## src/rtl/mux_rr_arbiter_pkg.sv

```systemverilog
// rtl/mux_rr_arbiter_pkg.sv - shared types and defaults for the round-robin mux arbiter
package mux_arb_pkg;

   // Arbiter FSM: IDLE picks a winner, HOLD presents the captured word until consumed
   typedef enum logic {
      IDLE = 1'b0,
      HOLD = 1'b1
   } arb_state_t;

   localparam int DEF_WIDTH = 8;
   localparam int DEF_N     = 8;

endpackage

```

## src/rtl/mux_rr_arbiter_if.sv

```systemverilog
// rtl/mux_rr_arbiter_if.sv - requester pool / consumer bundle for the round-robin mux arbiter
interface mux_rr_arbiter_if
   import mux_arb_pkg::*;
#(
   parameter int WIDTH = DEF_WIDTH,
   parameter int N     = DEF_N
);
   localparam int SEL_W = $clog2(N);

   logic [N-1:0]       req;
   logic [N*WIDTH-1:0] din;
   logic [N-1:0]       gnt;
   logic               out_valid;
   logic               out_ready;
   logic [WIDTH-1:0]   out_data;
   logic [SEL_W-1:0]   out_sel;
   logic               busy;

   // Requesters and consumer side
   modport master (
      output req, din, out_ready,
      input  gnt, out_valid, out_data, out_sel, busy
   );

   // Arbiter side
   modport slave (
      input  req, din, out_ready,
      output gnt, out_valid, out_data, out_sel, busy
   );

endinterface

```

## src/rtl/mux_rr_arbiter_rr_pick.sv

```systemverilog
// rtl/mux_rr_arbiter_rr_pick.sv - rotated priority scan starting at the round-robin pointer
module rr_pick #(
   parameter int N     = 8,
   parameter int SEL_W = $clog2(N)
) (
   input  logic [N-1:0]     req,
   input  logic [SEL_W-1:0] ptr,
   output logic             any,
   output logic [SEL_W-1:0] idx
);

   int               w_pos;
   logic [SEL_W-1:0] w_pos_idx;
   logic             w_found;

   // First set request at ptr, ptr+1, ... with explicit wrap at N so odd N never overflows
   always_comb begin
      idx       = '0;
      w_found   = 1'b0;
      w_pos     = 0;
      w_pos_idx = '0;
      for (int k = 0; k < N; k++) begin
         w_pos = int'(ptr) + k;
         if (w_pos >= N) begin
            w_pos = w_pos - N;
         end
         w_pos_idx = SEL_W'(w_pos);
         if (!w_found && req[w_pos_idx]) begin
            w_found = 1'b1;
            idx     = w_pos_idx;
         end
      end
   end

   assign any = |req;

endmodule

```

## src/rtl/mux_rr_arbiter.sv

```systemverilog
// rtl/mux_rr_arbiter.sv - round-robin N-to-1 mux scheduler with registered valid/ready output
module mux_rr_arbiter
   import mux_arb_pkg::*;
#(
   parameter int WIDTH = DEF_WIDTH,
   parameter int N     = DEF_N
) (
   input  logic            clk,
   input  logic            rst_n,
   mux_rr_arbiter_if.slave bus
);

   localparam int               SEL_W = $clog2(N);
   localparam logic [SEL_W-1:0] LAST  = SEL_W'(N-1);

   arb_state_t       r_state;
   arb_state_t       w_next_state;
   logic [SEL_W-1:0] r_ptr;
   logic [SEL_W-1:0] r_out_sel;
   logic [WIDTH-1:0] r_out_data;

   logic             w_any;
   logic [SEL_W-1:0] w_idx;
   logic [WIDTH-1:0] w_din [N];
   logic [N-1:0]     w_gnt;
   logic             w_hold;
   logic             w_handshake;

   rr_pick #(
      .N     (N),
      .SEL_W (SEL_W)
   ) u_rr_pick (
      .req (bus.req),
      .ptr (r_ptr),
      .any (w_any),
      .idx (w_idx)
   );

   // Unpack the flat data bus so the winner can be selected by index
   always_comb begin
      for (int i = 0; i < N; i++) begin
         w_din[i] = bus.din[i*WIDTH +: WIDTH];
      end
   end

   assign w_hold      = (r_state == HOLD);
   assign w_handshake = w_hold & bus.out_ready;

   // State register
   always_ff @(posedge clk or negedge rst_n) begin
      if (!rst_n) begin
         r_state <= IDLE;
      end else begin
         r_state <= w_next_state;
      end
   end

   // Next state: capture on any request, release on handshake (forces one IDLE bubble)
   always_comb begin
      w_next_state = r_state;
      case (r_state)
         IDLE:    if (w_any)        w_next_state = HOLD;
         HOLD:    if (bus.out_ready) w_next_state = IDLE;
         default: w_next_state = IDLE;
      endcase
   end

   // Capture winner in IDLE; advance pointer past the served requester on handshake
   always_ff @(posedge clk or negedge rst_n) begin
      if (!rst_n) begin
         r_ptr      <= '0;
         r_out_sel  <= '0;
         r_out_data <= '0;
      end else if (!w_hold) begin
         if (w_any) begin
            r_out_sel  <= w_idx;
            r_out_data <= w_din[w_idx];
         end
      end else if (bus.out_ready) begin
         r_ptr <= (r_out_sel == LAST) ? '0 : r_out_sel + 1'b1;
      end
   end

   // One-hot acknowledge to the served requester on the consuming cycle
   always_comb begin
      w_gnt = '0;
      if (w_handshake) begin
         w_gnt[r_out_sel] = 1'b1;
      end
   end

   assign bus.gnt       = w_gnt;
   assign bus.out_valid = w_hold;
   assign bus.busy      = w_hold;
   assign bus.out_sel   = r_out_sel;
   assign bus.out_data  = r_out_data;

endmodule

```

## src/flat_wrapper.sv

```systemverilog
// flat-port wrapper written by rule: the top's interface ports become plain ports
module mux_rr_arbiter_flat import mux_arb_pkg::*;
#(
   parameter int WIDTH = DEF_WIDTH,
   parameter int N     = DEF_N
)
  (clk, rst_n, bus_req, bus_din, bus_out_ready, bus_gnt, bus_out_valid, bus_out_data, bus_out_sel, bus_busy);
  mux_rr_arbiter_if #(.WIDTH(WIDTH), .N(N)) bus_i ();
  input  logic clk;
  input  logic rst_n;
  input wire logic [$bits(bus_i.req)-1:0] bus_req;
  input wire logic [$bits(bus_i.din)-1:0] bus_din;
  input wire logic [$bits(bus_i.out_ready)-1:0] bus_out_ready;
  output wire logic [$bits(bus_i.gnt)-1:0] bus_gnt;
  output wire logic [$bits(bus_i.out_valid)-1:0] bus_out_valid;
  output wire logic [$bits(bus_i.out_data)-1:0] bus_out_data;
  output wire logic [$bits(bus_i.out_sel)-1:0] bus_out_sel;
  output wire logic [$bits(bus_i.busy)-1:0] bus_busy;
  assign bus_i.req = bus_req;
  assign bus_i.din = bus_din;
  assign bus_i.out_ready = bus_out_ready;
  assign bus_gnt = bus_i.gnt;
  assign bus_out_valid = bus_i.out_valid;
  assign bus_out_data = bus_i.out_data;
  assign bus_out_sel = bus_i.out_sel;
  assign bus_busy = bus_i.busy;
  mux_rr_arbiter #(.WIDTH(WIDTH), .N(N)) u_core (.clk(clk), .rst_n(rst_n), .bus(bus_i));
endmodule
```

## config.mk

```make
export PLATFORM = sky130hd
export DESIGN_NAME = mux_rr_arbiter_flat
export DESIGN_NICKNAME = d
export VERILOG_FILES = /design/src/rtl/mux_rr_arbiter_pkg.sv /design/src/rtl/mux_rr_arbiter_if.sv /design/src/rtl/mux_rr_arbiter_rr_pick.sv /design/src/rtl/mux_rr_arbiter.sv /design/src/flat_wrapper.sv
export SDC_FILE = /design/constraint.sdc
export NUM_CORES = 1
export LEC_CHECK = 0
export CELL_PAD_IN_SITES_DETAIL_PLACEMENT = 2
export CELL_PAD_IN_SITES_GLOBAL_PLACEMENT = 2
export CORE_UTILIZATION = 37
export DETAILED_ROUTE_END_ITERATION = 10
export DONT_BUFFER_PORTS = 1
export PLACE_DENSITY_LB_ADDON = 0.08
export REMOVE_ABC_BUFFERS = 1
export SLEW_MARGIN = 10
export SYNTH_ARGS = -nofsm -noshare
export SYNTH_HDL_FRONTEND = slang
export SYNTH_HIERARCHICAL = 1
export SYNTH_SLANG_ARGS = --single-unit
```

## constraint.sdc

```tcl
create_clock -name clk -period 4.8 [get_ports clk]
set_input_delay 0.48 -clock clk [delete_from_list [all_inputs] [get_ports clk]]
set_output_delay 0.48 -clock clk [all_outputs]
set_load 0.02 [all_outputs]
```

Word-level counts from Yosys, hierarchy flattened
Cells that the tools add are included.
{ "op_classes": {"n_addsub": 16, "shift": 0, "n_div": 0, "reduce_logical": 18, "n_mul": 0, "order_cmp": 19, "bitwise_logic": 3, "eq_ne": 1, "mux": 49} }
{ "ops": {"columns": ["op", "n"], "rows": [
  ["two-way mux 3 bit", 17],
  ["less-than comparator 3 x 4 -> 1 bit (second input constant)", 9],
  [">= comparator 4 bit (second input constant)", 8],
  ["binary-select mux 1 bit (select 3 bit)", 8],
  ["binary-select mux 8 bit (select 3 bit)", 1],
  ["two-way mux 8 bit", 3],
  ["subtractor 3 x 1 -> 3 bit (second input constant)", 8],
  ["two-way mux 1 bit", 18],
  ["adder 3 x 3 -> 4 bit (second input constant)", 4],
  ["adder 3 x 2 -> 4 bit (second input constant)", 2],
  ["logical AND 1 bit", 8],
  ["OR reduction 8 bit", 1],
  ["zero test 1 bit", 7],
  ["adder 3 x 1 -> 4 bit (second input constant)", 1],
  [">= comparator 3 x 4 -> 1 bit (second input constant)", 1],
  ["inverter 3 -> 4 bit", 1],
  ["AND reduction 2 bit", 2],
  ["adder 3 x 1 -> 3 bit (second input constant)", 1],
  ["demux 1 bit (select 3 bit)", 1],
  ["equality test 3 bit (second input constant)", 1],
  [">= comparator 3 x 1 -> 1 bit (second input constant)", 1],
  ["one-hot mux 1 bit (2 select lines)", 1],
  ["AND 1 bit", 1],
  ["inverter 1 bit", 1]
]} }
{ "totals": {"word_cells": 110, "latchBits": 0, "out_inout_bits": 21, "romBits": 0, "ff_bits": 15, "inputBits": 75, "mem_bits_rw": 0, "mem_count": 0} }

Logic depth before layout (Yosys ltp)
{ "logic_depth": {"depth_word": 30, "mapped_depth": 16, "mapped_depth_nobuf": 11} }

Modules after synthesis
Netlist, hierarchy kept.
{ "by_module_without_submodules": {"columns": ["module", "instances", "area_each_um2", "seq_area_each_um2", "cells_per_inst"], "rows": [
  ["mux_rr_arbiter", 1, 1208.7, 375.4, 121],
  ["rr_pick", 1, 887.1, 0.0, 94]
]} }

Worst setup path after synthesis
No wires, ideal clock.
{ "synth_timing": {"path_kind": "reg2reg", "start": "register u_core.r_ptr[1]", "end": "register u_core.r_out_data[3], in the netlist u_core/bus.out_data[3]", "setup_time_ns": 0.134, "period_less_slack_ns": 4.329, "path_slack_ns": 0.471, "stages_incl_launch_ff": 16, "path_buffers": 4, "required_time_ns": 4.666, "t_arrival_ns": 4.195, "cell_sequence": "dfrtp_1 clkbuf_1 clkbuf_1 inv_1 ha_1 mux4_1 mux2i_2 nand2_1 or4_4 a2bb2oi_1 a31oi_1 buf_6 buf_4 mux2_2 o22ai_1 o31ai_1"} }
{ "synth_between": {"elab_chain_cells": 30, "elab_cells_between_ends": 80, "cone_classes": "15 x add/sub; 8 x order compare; 42 x mux; 1 x bitwise; 14 x reduce/logical"} }
{ "synth_rtl": {"columns": ["item", "line_no", "rtl"], "rows": [
  ["start, declared", "mux_rr_arbiter.sv:18", "logic [SEL_W-1:0] r_ptr;"],
  ["start signal, assigned", "mux_rr_arbiter.sv:80", "r_ptr <= (r_out_sel == LAST) ? '0 : r_out_sel + 1'b1;"],
  ["parallel branches: the longest is 25 deep, another holds adder 3 x 1 -> 4 bit", null, null],
  ["two-way mux 3 bit (*)", "mux_rr_arbiter_rr_pick.sv:28", "if (!w_found && req[w_pos_idx]) begin"],
  ["via u_core.w_idx[1]", "mux_rr_arbiter.sv:23", "logic [SEL_W-1:0] w_idx;"],
  ["inverter 3 -> 4 bit (not written as such) (*)", "mux_rr_arbiter.sv:77", "r_out_data <= w_din[w_idx];"],
  ["binary-select mux 8 bit (select 3 bit) (*)", "mux_rr_arbiter.sv:77", null],
  ["two-way mux 8 bit (not written as such) (*) (2 in series)", "mux_rr_arbiter.sv:77", null],
  ["end signal, assigned", "mux_rr_arbiter.sv:77", null],
  ["end, declared", "mux_rr_arbiter.sv:20", "logic [WIDTH-1:0] r_out_data;"]
]} }
Mark *: on every way through the listed nets, which the timed path passes. The select of a mux whose other input is x is not followed.
A chain may end at the register's enable or synchronous reset.

Worst setup path in the final report
{ "layout_timing": {"start": "register u_core.r_ptr[0]", "end": "register u_core.r_out_data[4], in the netlist u_core/bus.out_data[4]"} }
Same word-level chain as after synthesis.

==> flow_summary_export.csv <==
group,metric,value,unit
status,status,"finished, final reports clean",
setup_path,critPathKind,"register to register",
drt,wl_met1,2710,µm
floorplan,row_count,27,
cts,clkTransAtPathRegs,60,ps
sta,relSlewSlack,46.5,%
logic_synthesis,syn_avg_cell_area,9.75,µm²
sta,period_minus_slack,4110,ps
floorplan,die_y,77.3,µm
drt,route.detailed.drc,0,
cts,cts_tree,"yes",
drt,vias_per_cell,6.58,
setup_path,worst_ep_arrival_time,4240,ps
setup_path,cp_top_family,"simple AND/OR/NAND/NOR gates",
drt,ant_nets,0,
sta,rsz0062_at_grt,"false",
cts,h-tree-depth,1,
cells_and_area,nets,290,
cts,cts_inserted_buffers,3,
setup_path,cp_max_fo,8,
logic_synthesis,ys_warn_count,6,
logic_synthesis,synth_edf_count,0,
setup_path,crit_path_max_incr_delay,660,ps
sta,fmax,243,MHz
logic_synthesis,synth_cell_types,51,
setup_path,worst-path-buf-inv,1,
drt,met3_length,292,µm
run,maxCapViolCount,0,
drt,drt-wirelength-per-cell,22.7,µm
drt,top_layer_used,"met4",
logic_synthesis,synth-seq-cells,15,
drt,drtPass1Iterations,4,
logic_synthesis,synth_ff_type,"dfrtp_1",
floorplan,core-area,0.00547,mm²
placed_design,place_area,0.00213,mm²
global_route,grt_usage,22.2,%
cells_and_area,fin_area,0.00218,mm²
cells_and_area,fillers,607,
cts,cts_setup_buffers,0,
cts,clkLatencyLatePin,250,ps
floorplan,io_pins,96,
sta,setup_violations,0,
placed_design,placed_cells,277,
sta,worstMarginPinSlew,802,ps
drt,drtIter0Drc,69,
drt,vias,1855,
cells_and_area,diodes,0,
floorplan,die_area,0.00597,mm²
setup_path,cpMaxStageDelayCell,"mux4_1",
setup_path,required,4930,ps
cts,cts_root_buffer,"clkbuf_8",
drt,wirelength,6390,µm
floorplan,start_util,38.3,%
cells_and_area,final_common_cell,"mux2i_1",
sta,finalClockSkew,2.30,ps
min_path,hold_class,"primary input to register",
drt,met2_length,3330,µm
cts,cts_buffer_depth,2,
logic_synthesis,syn_inst,215,
global_route,grt_first_pass_wirelength,10500,µm
cells_and_area,layout-drive-gt1-share,21.9,%
global_route,grt_pass1_vias,2045,
cells_and_area,syn_to_final_growth,4.18,%
sta,slew_violations,0,
logic_synthesis,async_flop_share,100,%
cts,numClockSinks,15,
cells_and_area,layout_common_cells,"mux2i_1 (24), mux2_2 (23), nand2_1 (22)",
global_route,grt_max_degree,36,
placed_design,dp_hpwl,5070,µm
placed_design,gp_congestion,0.787,
logic_synthesis,seq_area_frac_synth,17.9,%
global_route,antenna_found_initial,0,
setup_path,start_kind,"register",
sta,hold_viol,0,
global_route,grt_overflow,0,
placed_design,io_buffers,0,
floorplan,die_w,77.3,µm
cells_and_area,final_cells,282,
setup_path,cp_cell_sequence,"clkinv_2, ha_1, mux4_1, mux2i_2, nand2_1, or4_4, o221a_1, a21oi_1, or2b_1, a211oi_1, o41ai_1",
sta,period_share,85.6,%
logic_synthesis,syn_area,0.00210,mm²
setup_path,end_kind,"register",
[Yosys cell counts (5+ instances only)]
cell,count,share of area (%)
nand2_1,22,3.9
nor2_1,12,2.1
a22o_1,7,2.9
mux2_2,23,12
o31ai_1,8,2.9
mux4_1,5,6.3
mux4_2,7,7.5
mux2i_1,24,11
a21oi_1,7,1.7
dfrtp_1,15,18
inv_1,5,0.90
o21ai_0,5,1.2
nand2b_1,6,1.8
o22ai_1,7,2.1
[cells by family (layout without fill, tap and decap cells)]
| family | Yosys count | after routing | share of synthesized area (%) |
|---|---|---|---|
| mux | 62 | 62 | 39.9 |
| xor+xnor | 3 | 3 | 1.61 |
| simple gates | 60 | 60 | 14.0 |
| buf+inv | 20 | 15 | 6.63 |
| flops | 15 | 15 | 17.9 |
| fa+ha+maj | 4 | 4 | 2.39 |
| compound gates | 51 | 51 | 17.6 |
[layout make-up]
cell class	instances	area (µm²)	share of cell area (%)
multi-input combinational	180	1600	73.1
sequential	15	375	17.2
tap	72	90.1	4.13
timing repair buffer	5	52.6	2.41
clock buffer	4	45.0	2.06
inverter	6	23.8	1.09
[worst register-to-register path, delay by kind of cell, from the launching register on]
family	cells	cell delay, ps
fa+ha+maj	1	440
buf+inv	1	120
flops	1	360
simple gates	3	1090
compound gates	4	1070
mux	2	930
[layer usage]
metal  up-vias  track usage, %
li1        823               -
met1       967            27.8
met2        61            40.1
met3         4            4.05
met4         0            3.21
met5         -               0
[sequential cells by signal (all words and copies together), names as in the netlist]
signal / count
u_core/bus.out_data: 8
u_core/bus.out_sel: 3
u_core/r_ptr: 3
u_core/bus.busy: 1
[worst paths after layout]
path                                                     from                                  to  slack (ps)  depth (start not counted)
min reg2reg                u_core/bus.out_data[2]$_DFFE_PN0P_  u_core/bus.out_data[2]$_DFFE_PN0P_         650                          2
min in group asynchronous                               rst_n  u_core/bus.out_data[0]$_DFFE_PN0P_         740                          1
min                                             bus_out_ready           u_core/bus.busy$_DFF_PN0_         350                          1
max reg2reg                       u_core/r_ptr[0]$_DFFE_PN0P_  u_core/bus.out_data[4]$_DFFE_PN0P_         690                         11
max                               u_core/r_ptr[0]$_DFFE_PN0P_  u_core/bus.out_data[4]$_DFFE_PN0P_         690                         11
max in group asynchronous                               rst_n  u_core/bus.out_data[4]$_DFFE_PN0P_        3590                          1
[what timing repair did]
item / CTS / global route
hold endpoints to repair: 15 / 0
resized for setup: 0 / 0
hold buffers: 1 / 0
[per-stage QoR]
stage	setup TNS (ps)	util (%)	worst slack (ps)	hold slack (ps)
after detailed placement	0	38.9	667	185
after CTS	0	39.9	666	344
after global placement	0	38.9	849	185
after floorplan	-11600	-	-1410	184
after global routing	0	39.9	403	369
final	0	39.9	692	347
Power is not shown: default switching activity piles up to over one toggle a cycle in this logic, so the estimate is an artifact.
